<file path="src/rtl/spi_ram_responder_if.sv">
// SPI target pin bundle plus the responder's status strobes.
// The master modport drives the SPI pins; the slave modport drives miso and status.
// No flow control: every signal is sampled or driven on clk.
interface spi_ram_responder_if;
    logic sclk;
    logic cs_n;
    logic mosi;
    logic miso;
    logic busy;
    logic wr_strobe;
    logic cmd_err;

    modport master (
        output sclk, cs_n, mosi,
        input  miso, busy, wr_strobe, cmd_err
    );

    modport slave (
        input  sclk, cs_n, mosi,
        output miso, busy, wr_strobe, cmd_err
    );
endinterface

</file>
<file path="src/rtl/spi_ram_responder.sv">
// SPI mode-0 RAM target (READ 0x03 / WRITE 0x02, 24-bit address, sequential) over an internal byte array.
// Latency: SCLK pin fall to miso is SYNC_STAGES+1 clk cycles; write strobes 1 clk after the synchronized 8th rise.
// Backpressure: none; the SPI master owns the pace, and clk must run at least 8x SCLK.
module spi_ram_responder #(
    parameter int ADDR_BITS   = 8,
    parameter int SYNC_STAGES = 2
) (
    input  logic                 clk,
    input  logic                 rst,
    spi_ram_responder_if.slave   spi
);
    localparam int         DEPTH    = 1 << ADDR_BITS;
    localparam logic [7:0] CMD_READ = 8'h03;
    localparam logic [7:0] CMD_WR   = 8'h02;

    typedef enum logic [2:0] {IDLE, CMD, ADDR, WRITE, READ, IGNORE} state_t;

    state_t                 state_q, state_d;
    logic [SYNC_STAGES-1:0] sclk_sync_q, sclk_sync_d;
    logic [SYNC_STAGES-1:0] cs_sync_q, cs_sync_d;
    logic [SYNC_STAGES-1:0] mosi_sync_q, mosi_sync_d;
    logic [SYNC_STAGES-1:0] fill_q, fill_d;
    logic                   sclk_prev_q, sclk_prev_d;
    logic                   armed_q, armed_d;
    logic [4:0]             cnt_q, cnt_d;
    logic [7:0]             shift_q, shift_d;
    logic [ADDR_BITS-1:0]   addr_q, addr_d;
    logic                   rd_q, rd_d;
    logic                   miso_q, miso_d;
    logic                   wr_strobe_q, wr_strobe_d;
    logic                   cmd_err_q, cmd_err_d;
    logic                   mem_we;

    logic [7:0]             mem [DEPTH];

    logic                   sclk_cur, cs_cur, mosi_cur, rise, fall;
    logic [7:0]             shift_in;
    logic [ADDR_BITS-1:0]   addr_in, addr_inc;

    assign sclk_cur = sclk_sync_q[SYNC_STAGES-1];
    assign cs_cur   = cs_sync_q[SYNC_STAGES-1];
    assign mosi_cur = mosi_sync_q[SYNC_STAGES-1];
    assign rise     = ~sclk_prev_q & sclk_cur;
    assign fall     = sclk_prev_q & ~sclk_cur;
    assign shift_in = {shift_q[6:0], mosi_cur};
    assign addr_in  = {addr_q[ADDR_BITS-2:0], mosi_cur};
    assign addr_inc = addr_q + 1'b1;

    // Synchronizers, plus an arming flag: a transaction may only start after
    // cs_n has been seen high once the synchronizer refilled after reset.
    always_comb begin
        sclk_sync_d = {sclk_sync_q[SYNC_STAGES-2:0], spi.sclk};
        cs_sync_d   = {cs_sync_q[SYNC_STAGES-2:0], spi.cs_n};
        mosi_sync_d = {mosi_sync_q[SYNC_STAGES-2:0], spi.mosi};
        fill_d      = {fill_q[SYNC_STAGES-2:0], 1'b1};
        sclk_prev_d = sclk_cur;
        armed_d     = armed_q | (cs_cur & fill_q[SYNC_STAGES-1]);
    end

    always_ff @(posedge clk) begin
        if (rst) begin
            state_q     <= IDLE;
            sclk_sync_q <= '0;
            cs_sync_q   <= '1;
            mosi_sync_q <= '0;
            fill_q      <= '0;
            sclk_prev_q <= 1'b0;
            armed_q     <= 1'b0;
            cnt_q       <= '0;
            shift_q     <= '0;
            addr_q      <= '0;
            rd_q        <= 1'b0;
            miso_q      <= 1'b0;
            wr_strobe_q <= 1'b0;
            cmd_err_q   <= 1'b0;
        end else begin
            state_q     <= state_d;
            sclk_sync_q <= sclk_sync_d;
            cs_sync_q   <= cs_sync_d;
            mosi_sync_q <= mosi_sync_d;
            fill_q      <= fill_d;
            sclk_prev_q <= sclk_prev_d;
            armed_q     <= armed_d;
            cnt_q       <= cnt_d;
            shift_q     <= shift_d;
            addr_q      <= addr_d;
            rd_q        <= rd_d;
            miso_q      <= miso_d;
            wr_strobe_q <= wr_strobe_d;
            cmd_err_q   <= cmd_err_d;
        end
    end

    // Backing array is deliberately not reset.
    always_ff @(posedge clk) begin
        if (!rst && mem_we) begin
            mem[addr_q] <= shift_in;
        end
    end

    always_comb begin
        state_d = state_q;
        if (cs_cur) begin
            state_d = IDLE;
        end else begin
            case (state_q)
                IDLE:    if (armed_q) state_d = CMD;
                CMD:     if (rise && cnt_q == 5'd7)
                             state_d = (shift_in == CMD_READ || shift_in == CMD_WR) ? ADDR : IGNORE;
                ADDR:    if (rise && cnt_q == 5'd23) state_d = rd_q ? READ : WRITE;
                default: state_d = state_q;
            endcase
        end
    end

    always_comb begin
        cnt_d       = cnt_q;
        shift_d     = shift_q;
        addr_d      = addr_q;
        rd_d        = rd_q;
        miso_d      = miso_q;
        wr_strobe_d = 1'b0;
        cmd_err_d   = 1'b0;
        mem_we      = 1'b0;
        if (cs_cur) begin
            cnt_d   = '0;
            shift_d = '0;
            miso_d  = 1'b0;
        end else begin
            case (state_q)
                IDLE: begin
                    cnt_d  = '0;
                    miso_d = 1'b0;
                end
                CMD: begin
                    miso_d = 1'b0;
                    if (rise) begin
                        shift_d = shift_in;
                        cnt_d   = cnt_q + 5'd1;
                        if (cnt_q == 5'd7) begin
                            cnt_d     = '0;
                            rd_d      = (shift_in == CMD_READ);
                            cmd_err_d = ~(shift_in == CMD_READ || shift_in == CMD_WR);
                        end
                    end
                end
                ADDR: begin
                    miso_d = 1'b0;
                    if (rise) begin
                        addr_d = addr_in;
                        cnt_d  = cnt_q + 5'd1;
                        if (cnt_q == 5'd23) begin
                            cnt_d   = '0;
                            shift_d = rd_q ? mem[addr_in] : 8'h00;
                        end
                    end
                end
                WRITE: begin
                    miso_d = 1'b0;
                    if (rise) begin
                        shift_d = shift_in;
                        cnt_d   = cnt_q + 5'd1;
                        if (cnt_q == 5'd7) begin
                            cnt_d       = '0;
                            mem_we      = 1'b1;
                            wr_strobe_d = 1'b1;
                            addr_d      = addr_inc;
                        end
                    end
                end
                READ: begin
                    if (fall) begin
                        miso_d  = shift_q[7];
                        shift_d = {shift_q[6:0], 1'b0};
                        cnt_d   = cnt_q + 5'd1;
                        // Reload in the same cycle so the next byte's MSB is ready for the next fall.
                        if (cnt_q == 5'd7) begin
                            cnt_d   = '0;
                            addr_d  = addr_inc;
                            shift_d = mem[addr_inc];
                        end
                    end
                end
                default: miso_d = 1'b0;
            endcase
        end
    end

    assign spi.miso      = miso_q;
    assign spi.busy      = ~cs_cur;
    assign spi.wr_strobe = wr_strobe_q;
    assign spi.cmd_err   = cmd_err_q;
endmodule

</file>
<file path="src/flat_wrapper.sv">
// flat-port wrapper written by rule: the top's interface ports become plain ports
module spi_ram_responder_flat 
#(
    parameter int ADDR_BITS   = 8,
    parameter int SYNC_STAGES = 2
)
  (clk, rst, spi_sclk, spi_cs_n, spi_mosi, spi_miso, spi_busy, spi_wr_strobe, spi_cmd_err);
  spi_ram_responder_if spi_i ();
  input  logic clk;
  input  logic rst;
  input wire logic [$bits(spi_i.sclk)-1:0] spi_sclk;
  input wire logic [$bits(spi_i.cs_n)-1:0] spi_cs_n;
  input wire logic [$bits(spi_i.mosi)-1:0] spi_mosi;
  output wire logic [$bits(spi_i.miso)-1:0] spi_miso;
  output wire logic [$bits(spi_i.busy)-1:0] spi_busy;
  output wire logic [$bits(spi_i.wr_strobe)-1:0] spi_wr_strobe;
  output wire logic [$bits(spi_i.cmd_err)-1:0] spi_cmd_err;
  assign spi_i.sclk = spi_sclk;
  assign spi_i.cs_n = spi_cs_n;
  assign spi_i.mosi = spi_mosi;
  assign spi_miso = spi_i.miso;
  assign spi_busy = spi_i.busy;
  assign spi_wr_strobe = spi_i.wr_strobe;
  assign spi_cmd_err = spi_i.cmd_err;
  spi_ram_responder #(.ADDR_BITS(ADDR_BITS), .SYNC_STAGES(SYNC_STAGES)) u_core (.clk(clk), .rst(rst), .spi(spi_i));
endmodule
</file>
<file path="config.mk">
export PLATFORM = sky130hd
export DESIGN_NAME = spi_ram_responder_flat
export DESIGN_NICKNAME = d
export VERILOG_FILES = /design/src/rtl/spi_ram_responder_if.sv /design/src/rtl/spi_ram_responder.sv /design/src/flat_wrapper.sv
export SDC_FILE = /design/constraint.sdc
export NUM_CORES = 2
export LEC_CHECK = 0
export CAP_MARGIN = 30
export CORE_MARGIN = 5
export CORE_UTILIZATION = 55
export CTS_BUF_LIST = sky130_fd_sc_hd__clkbuf_2
export CTS_CLUSTER_DIAMETER = 30
export CTS_CLUSTER_SIZE = 16
export DETAILED_ROUTE_END_ITERATION = 7
export GPL_ROUTABILITY_DRIVEN = 0
export PLACE_DENSITY_LB_ADDON = 0.08
export SYNTH_ARGS = -nofsm -noshare
export SYNTH_HDL_FRONTEND = slang
export SYNTH_SLANG_ARGS = --single-unit
export TNS_END_PERCENT = 50
</file>
<file path="constraint.sdc">
create_clock -name clk -period 8.29 [get_ports clk]
set_input_delay 1.658 -clock clk [delete_from_list [all_inputs] [get_ports clk]]
set_output_delay 1.658 -clock clk [all_outputs]
set_load 0.02 [all_outputs]
</file>
# Yosys cells after proc, flatten, opt, wreduce, memory -nomap -nowiden
# Memories as Yosys holds them, arrays and structs flattened.
# Index checks and enable logic that the tools add are counted.
# word_totals
mem_count,1
in_bits,5
regBits,38
ram_bits,2048
# op_classes
n_eq_ne,16
n_mux,31
bitwise,12
n_addsub,2
reduce_logical,19
# memory_table
name,words,width,rd,rd_clocked_by_memory_dff,write_ports,line_no,source
u_core.mem,256,8,2,0,1,spi_ram_responder.sv:34,logic [7:0] mem [DEPTH];
# ops
cell,count
two-way mux 8 bit,10
case mux 8 bit (3 select lines),2
two-way mux 5 bit,5
case mux 5 bit (4 select lines),1
equality test 8 x 2 -> 1 bit (second input constant),2
inequality test 2 x 1 -> 1 bit (second input constant),8
two-way mux 3 bit,5
AND reduction 4 bit,3
AND reduction 5 bit,2
case mux 3 bit (3 select lines),1
nonzero test 3 bit,3
adder 8 x 1 -> 8 bit (second input constant),1
inverter 1 bit,8
two-way mux 1 bit,7
equality test 3 x 2 -> 1 bit (second input constant),2
adder 5 x 1 -> 5 bit (second input constant),1
equality test 5 x 3 -> 1 bit (second input constant),1
equality test 5 bit (second input constant),1
OR reduction 5 bit,1
nonzero test 4 bit,1
OR reduction 2 bit,2
bitwise AND 1 bit,3
equality test 3 x 1 -> 1 bit (second input constant),1
equality test 3 bit (second input constant),1
6 further kinds,8

# Logic depth before layout (Yosys ltp)
# depth
depth_word,8
depth_mapped,21
ltp_nobuf,10

# Worst setup path after synthesis
# OpenSTA, ideal clock, no wires.
# synth_path
kind,register -> register
start,reg u_core.mosi_sync_q[1]
end,reg u_core.shift_q[7]
period_less_slack_ps,6289
arrival_ps,6163
setup_slack_ps,2001
path_stages_with_launch,12
path_cell_list,dfxtp_1 -> buf_4 -> buf_4 -> buf_4 -> buf_4 -> buf_2 -> mux4_2 -> nand4_1 -> nand4_1 -> o32a_1 -> o31ai_1 -> a21oi_1
# synth_between
elab_chain_cells,5
# synth_rtl
item,line_no,source
from (decl),spi_ram_responder.sv:21,"logic [SYNC_STAGES-1:0] mosi_sync_q, mosi_sync_d;"
from (signal assigned),spi_ram_responder.sv:80,mosi_sync_q <= mosi_sync_d;
memory read (256 x 8 bit),--,
two-way mux 8 bit,spi_ram_responder.sv:154,shift_d = rd_q ? mem[addr_in] : 8'h00;
two-way mux 8 bit,spi_ram_responder.sv:152,if (cnt_q == 5'd23) begin
two-way mux 8 bit,spi_ram_responder.sv:149,if (rise) begin
case mux 8 bit (3 select lines),spi_ram_responder.sv:130,case (state_q)
to (signal assigned),spi_ram_responder.sv:85,shift_q <= shift_d;
to (decl),spi_ram_responder.sv:26,"logic [7:0] shift_q, shift_d;"
# Every way passes these cells. The select of a mux whose other input is x is not followed.
# A chain may end at the register's enable or synchronous reset.

# Worst setup path in the final report
# layout_path
start,reg u_core.addr_q[1]
end,reg u_core.shift_q[0]
# layout_between
elab_chain_cells,5
# layout_rtl
item,line_no,source
from (decl),spi_ram_responder.sv:27,"logic [ADDR_BITS-1:0] addr_q, addr_d;"
from (signal assigned),spi_ram_responder.sv:86,addr_q <= addr_d;
adder 8 x 1 -> 8 bit or memory read (256 x 8 bit) (tied branches),--,
memory read (256 x 8 bit) (*),--,
two-way mux 8 bit (on tied branches),"spi_ram_responder.sv:177, spi_ram_responder.sv:152",
two-way mux 8 bit (on tied branches),"spi_ram_responder.sv:172, spi_ram_responder.sv:149",
case mux 8 bit (3 select lines) (*),spi_ram_responder.sv:130,
# Mark *: on every way between the ends. The rest lies on a longest branch, timed or not. The select of a mux whose other input is x is not followed.

==> results.md <==
Floorplan:
- The row count is 155.
- The region available for standard cell placement spans 0.1786 sq mm.
- The die is 433.8 um tall.
- Pin placement for this block handled 9 I/O pins.
- The die is 433.8 um wide.
- Once the floorplan was initialized, standard cells occupied 55.30% of the core.
- The die covers 0.1882 sq mm.

STA:
- The final period utilization is 64.89%.
- Measured against its own limit, the worst slew margin works out to 13.50%.
- The clock period could shrink to 5.380 ns.
- Setup violations remaining at the end of the flow were counted as 0.
- Setup repair after global routing left no endpoint under its margin.
- On the final layout, the worst clock skew is 0.2486 ns.
- After routing, the total negative slack on setup checks comes to 0 ns.
- The transition at the pin with the smallest max-transition slack is 1.297 ns.
- The final count of hold timing violations was 0.
- Based on the critical path, the design can be clocked at up to 0.1859 GHz.
- The max-slew violation total from the final report was 0.
- The worst path meets setup with 2.910 ns of slack.

Outcome:
- The flow ran to the end, and the final reports show no timing, DRC or antenna violations.

Synth:
- The count of synthesis-stage warnings from yosys is 0.
- Sequential elements use 63.03% of the synthesized area.
- The net count of the mapped netlist is 5412.
- Sorting the synthesized cells by area gives the leading types as sky130_fd_sc_hd__edfxtp_1 (62%), sky130_fd_sc_hd__mux4_2 (22%), sky130_fd_sc_hd__mux2i_1 (3.6%).
- The number of storage elements in the synthesis netlist is 2086.
- The count of flip-flops with a built-in enable after synthesis is 2048.
- The number of different library cells in the post-synthesis netlist is 74.
- The most used flip-flop cell after synthesis is sky130_fd_sc_hd__edfxtp_1.
- For this run, asynchronously set or reset flops after synthesis account for 0%.
- Summed over all instances, the cell type with the most area after synthesis is sky130_fd_sc_hd__edfxtp_1.
- The cell count after synthesis is 5402.
- The top cell type by area accounts for 62.26% of the synthesized area.
- The synthesized area divided by synthesized cell count is 18.28 sq um.
- The post-synthesis instance area is 0.09877 sq mm.

Place:
- Before CTS, the worst setup slack after placement is 2.176 ns.
- The number of placed cells counting well taps is 7526.
- The placed instances occupy a cell area of 0.1017 sq mm.
- After legalization and detailed placement, the total HPWL measured 211700 um.
- In this run the tool buffered the top-level ports with 8 buffer cells.

Clock tree:
- The count of clock tree sinks is 2086.
- The number of buffers between clock root and the deepest sink is 4.
- The root buffer selected by CTS is sky130_fd_sc_hd__clkbuf_2.
- Counting the buffers created by CTS gives 428.
- The clock-pin transition on the worst setup and hold timing paths is 0.14 ns.
- The later pin in the worst-skew pair is clocked with a latency of 2.03 ns.
- The post-CTS setup repair buffer count is 0.
- The post-cts hold buffer count is 0.
- The CTS tree is built.
- Gates resized during post-CTS repair numbered 0.
- In this run the number of H-tree levels came out at 5.

Worst setup path:
- The endpoint identified for the worst register-to-register timing path is u_core.shift_q[0].
- STA classifies the critical path endpoint as a flip-flop.
- In this run the worst path has a maximum fanout of 37.
- The arrival time at the worst endpoint is 7.18 ns.
- The worst register-to-register path begins at u_core.addr_q[1].
- The critical path required time is 10.09 ns.
- The startpoint kind of the worst setup timing path is a flip-flop.
- The worst register-to-register path has a depth of 11.
- By startpoint and endpoint, the worst setup path is classified as flip-flop to flip-flop.
- Across all register-to-register paths, the minimum setup slack is 2.91 ns.

Layout:
- Cells with a size suffix above 1 make up 34.39% of the layout.
- The final instance count without filler cells is 8343.
- The cell area after layout is 0.1082 sq mm.
- Counting the fill cells in the layout gives 13060.
- The post-synthesis to final-layout area growth is 9.546%.
- The post-layout net count is 5624.
- The sequential standard cell area is 0.06230 sq mm.
- The multi-input combinational cells in the finished layout cover a total of 0.03442 sq mm.
- At the end of the flow the core is filled with cells to 60.58%.

Drt:
- After the first detailed-routing iteration, the DRC count stood at 9763.
- The aggregate routed wire length is 330100 um.
- The total iterations of the first detailed-routing run is 7.
- The routed length per placed instance is 39.57 um.
- The residual antenna-violating net count after detailed routing is 0.
- The via density per instance is 7.366.
- The total number of vias is 61460.
- The remaining routing DRC violations is 0.

Worst hold path:
- The startpoint of the worst hold path is spi_mosi.
- In this run the worst hold path is classified as primary input to flip-flop.
- The cell depth of the worst min-delay path is 2.
- The endpoint with the worst hold slack is u_core.mosi_sync_q[0].

Power and ir drop:
- For this design the static power due to leakage is 26.37 nW.
- VDD sags by at most 0.1498 mV.
- Dividing total power by cell area gives a power density of 189.6 mW/mm^2.

GRT:
- The total grt overflow is 0.
- Entering global routing, the biggest net connects 196 pins.
- Global routing used 35.11% of the available tracks across all layers.
- The via count of the first global-routing pass is 58750.
- The number of antenna violations at the first check in global routing is 19.
- The wire length of the first global-routing pass is 457900 um.

Job:
- The number of max-cap violations is 0.
[synthesized netlist by cell type (all sizes together), types with 7 or more instances]
library cell / n
o22ai: 56
mux2: 79
o211ai: 14
nand2b: 11
xnor2: 9
nor3: 35
o21ai: 122
nand3: 101
clkbuf: 149
a22oi: 110
o32ai: 10
a211oi: 20
o41ai: 8
a31oi: 22
nor4: 13
a221oi: 23
o21a: 7
mux2i: 358
a22o: 16
nor2: 350
nand2: 223
o221ai: 11
mux4: 969
edfxtp: 2048
nor2b: 29
o2111ai: 8
inv: 17
buf: 283
nand4: 24
dfxtp: 38
and3: 11
o31ai: 9
a21oi: 133
[critical path, cell delays in order, from the launching register on]
cell and delay, ns:
sky130_fd_sc_hd__dfxtp_4 0.68, sky130_fd_sc_hd__buf_4 0.69, sky130_fd_sc_hd__and3_1 0.49, sky130_fd_sc_hd__xnor2_4 0.19, sky130_fd_sc_hd__buf_4 0.50, sky130_fd_sc_hd__buf_4 0.73
sky130_fd_sc_hd__mux4_2 0.67, sky130_fd_sc_hd__mux2i_1 0.52, sky130_fd_sc_hd__o22ai_1 0.25, sky130_fd_sc_hd__nor4_1 0.20, sky130_fd_sc_hd__or3_1 0.14, sky130_fd_sc_hd__o31ai_1 0.06
[cell families after synthesis]
kind of cell	share of synthesized area, %
DFF	63.03
muxes	26.62
and+or+nand+nor	3.609
AOI/OAI and AO/OA	4.174
buffers and inverters	2.364
xor gates and xnor gates	0.1318
adders and majority gates	0.06334
[stage by stage]
stage | power, mW | hold slack, ns
floorplan | 11.74 | 0.3895
detailed placement | 11.78 | 0.4090
CTS | 20.59 | 0.09487
global route | 21.11 | 0.2511
global placement | 11.78 | 0.4005
finish | 20.51 | 0.3436
[power by group]
part | total [mW] | switching (mW) | internal, mW | leakage (nW)
Combinational | 0.136 | 0.0858 | 0.0500 | 8.18
Sequential | 11.4 | 0.00527 | 11.4 | 14.5
Clock | 8.97 | 4.66 | 4.31 | 3.65
Total | 20.5 | 4.75 | 15.8 | 26.4
[per-layer routing]
metal	part of all wire (%)	track usage, %	routed length, um
met5	0.023	0	75
met4	6.2	19.63	20570
met3	13	12.09	44310
met2	44	50.01	144900
met1	36	47.80	120300
[area by class of cell]
class | instances | area share, %
Multi-Input combinational cell | 2866 | 31.81
Tap cell | 2355 | 2.723
Sequential cell | 2086 | 57.58
Antenna cell | 27 | 0.06244
Clock inverter | 315 | 3.638
Clock buffer | 462 | 2.137
Timing Repair Buffer | 214 | 1.987
Inverter | 18 | 0.06707
[layout by cell type (no fill, tap or decap), types with 9 or more instances in the layout]
cell type                    count
sky130_fd_sc_hd__nor2b_1        23
sky130_fd_sc_hd__a22o_1         16
sky130_fd_sc_hd__nand2_2        17
sky130_fd_sc_hd__o32ai_1        10
sky130_fd_sc_hd__inv_1          17
sky130_fd_sc_hd__nand3_1       100
sky130_fd_sc_hd__buf_16          9
sky130_fd_sc_hd__a31oi_1        22
sky130_fd_sc_hd__inv_6          45
sky130_fd_sc_hd__a22oi_1       110
sky130_fd_sc_hd__a211oi_1       20
sky130_fd_sc_hd__nand2_1       206
sky130_fd_sc_hd__buf_4         155
sky130_fd_sc_hd__mux4_2        969
sky130_fd_sc_hd__dfxtp_1        26
sky130_fd_sc_hd__buf_12         25
sky130_fd_sc_hd__diode_2        27
sky130_fd_sc_hd__nor2_1        348
sky130_fd_sc_hd__o211ai_1       14
sky130_fd_sc_hd__nor4_1         10
sky130_fd_sc_hd__clkbuf_2      464
sky130_fd_sc_hd__edfxtp_1     2048
sky130_fd_sc_hd__clkinv_4       32
sky130_fd_sc_hd__buf_6          11
sky130_fd_sc_hd__o21ai_0       121
sky130_fd_sc_hd__a21oi_1       131
sky130_fd_sc_hd__o22ai_1        56
sky130_fd_sc_hd__clkinv_2       43
sky130_fd_sc_hd__dfxtp_4        10
sky130_fd_sc_hd__a221oi_1       23
sky130_fd_sc_hd__clkinvlp_4     61
sky130_fd_sc_hd__nor3_1         34
sky130_fd_sc_hd__and3_1         11
sky130_fd_sc_hd__clkinv_1       52
sky130_fd_sc_hd__bufinv_16      79
sky130_fd_sc_hd__nand4_1        24
sky130_fd_sc_hd__mux2i_1       358
sky130_fd_sc_hd__o221ai_1       11
sky130_fd_sc_hd__mux2_2         79
[flip-flops by register name (all words and copies together), names as in the netlist, 2 cells and up]
| register | count |
|---|---|
| u_core.cs_sync_q | 2 |
| u_core.mosi_sync_q | 2 |
| u_core.cnt_q | 5 |
| u_core.shift_q | 8 |
| u_core.mem | 2048 |
| u_core.fill_q | 2 |
| u_core.addr_q | 8 |
| u_core.state_q | 3 |
| u_core.sclk_sync_q | 2 |
[worst max-delay path by stage]
stage	startpoint	to	slack, ns	depth (start not counted)
2_1_floorplan	u_core.mosi_sync_q[1]	u_core.shift_q[7]	2.00	11
3_3_place_gp	rst	u_core.mem[140][6]	2.05	10
3_5_place_dp	rst	u_core.mem[230][3]	2.18	10
4_1_cts	u_core.addr_q[1]	u_core.shift_q[2]	3.04	10
5_1_grt	u_core.addr_q[1]	u_core.shift_q[5]	2.88	12
6_report	u_core.addr_q[1]	u_core.shift_q[0]	2.91	11
Power figures use the tool's default switching activity.
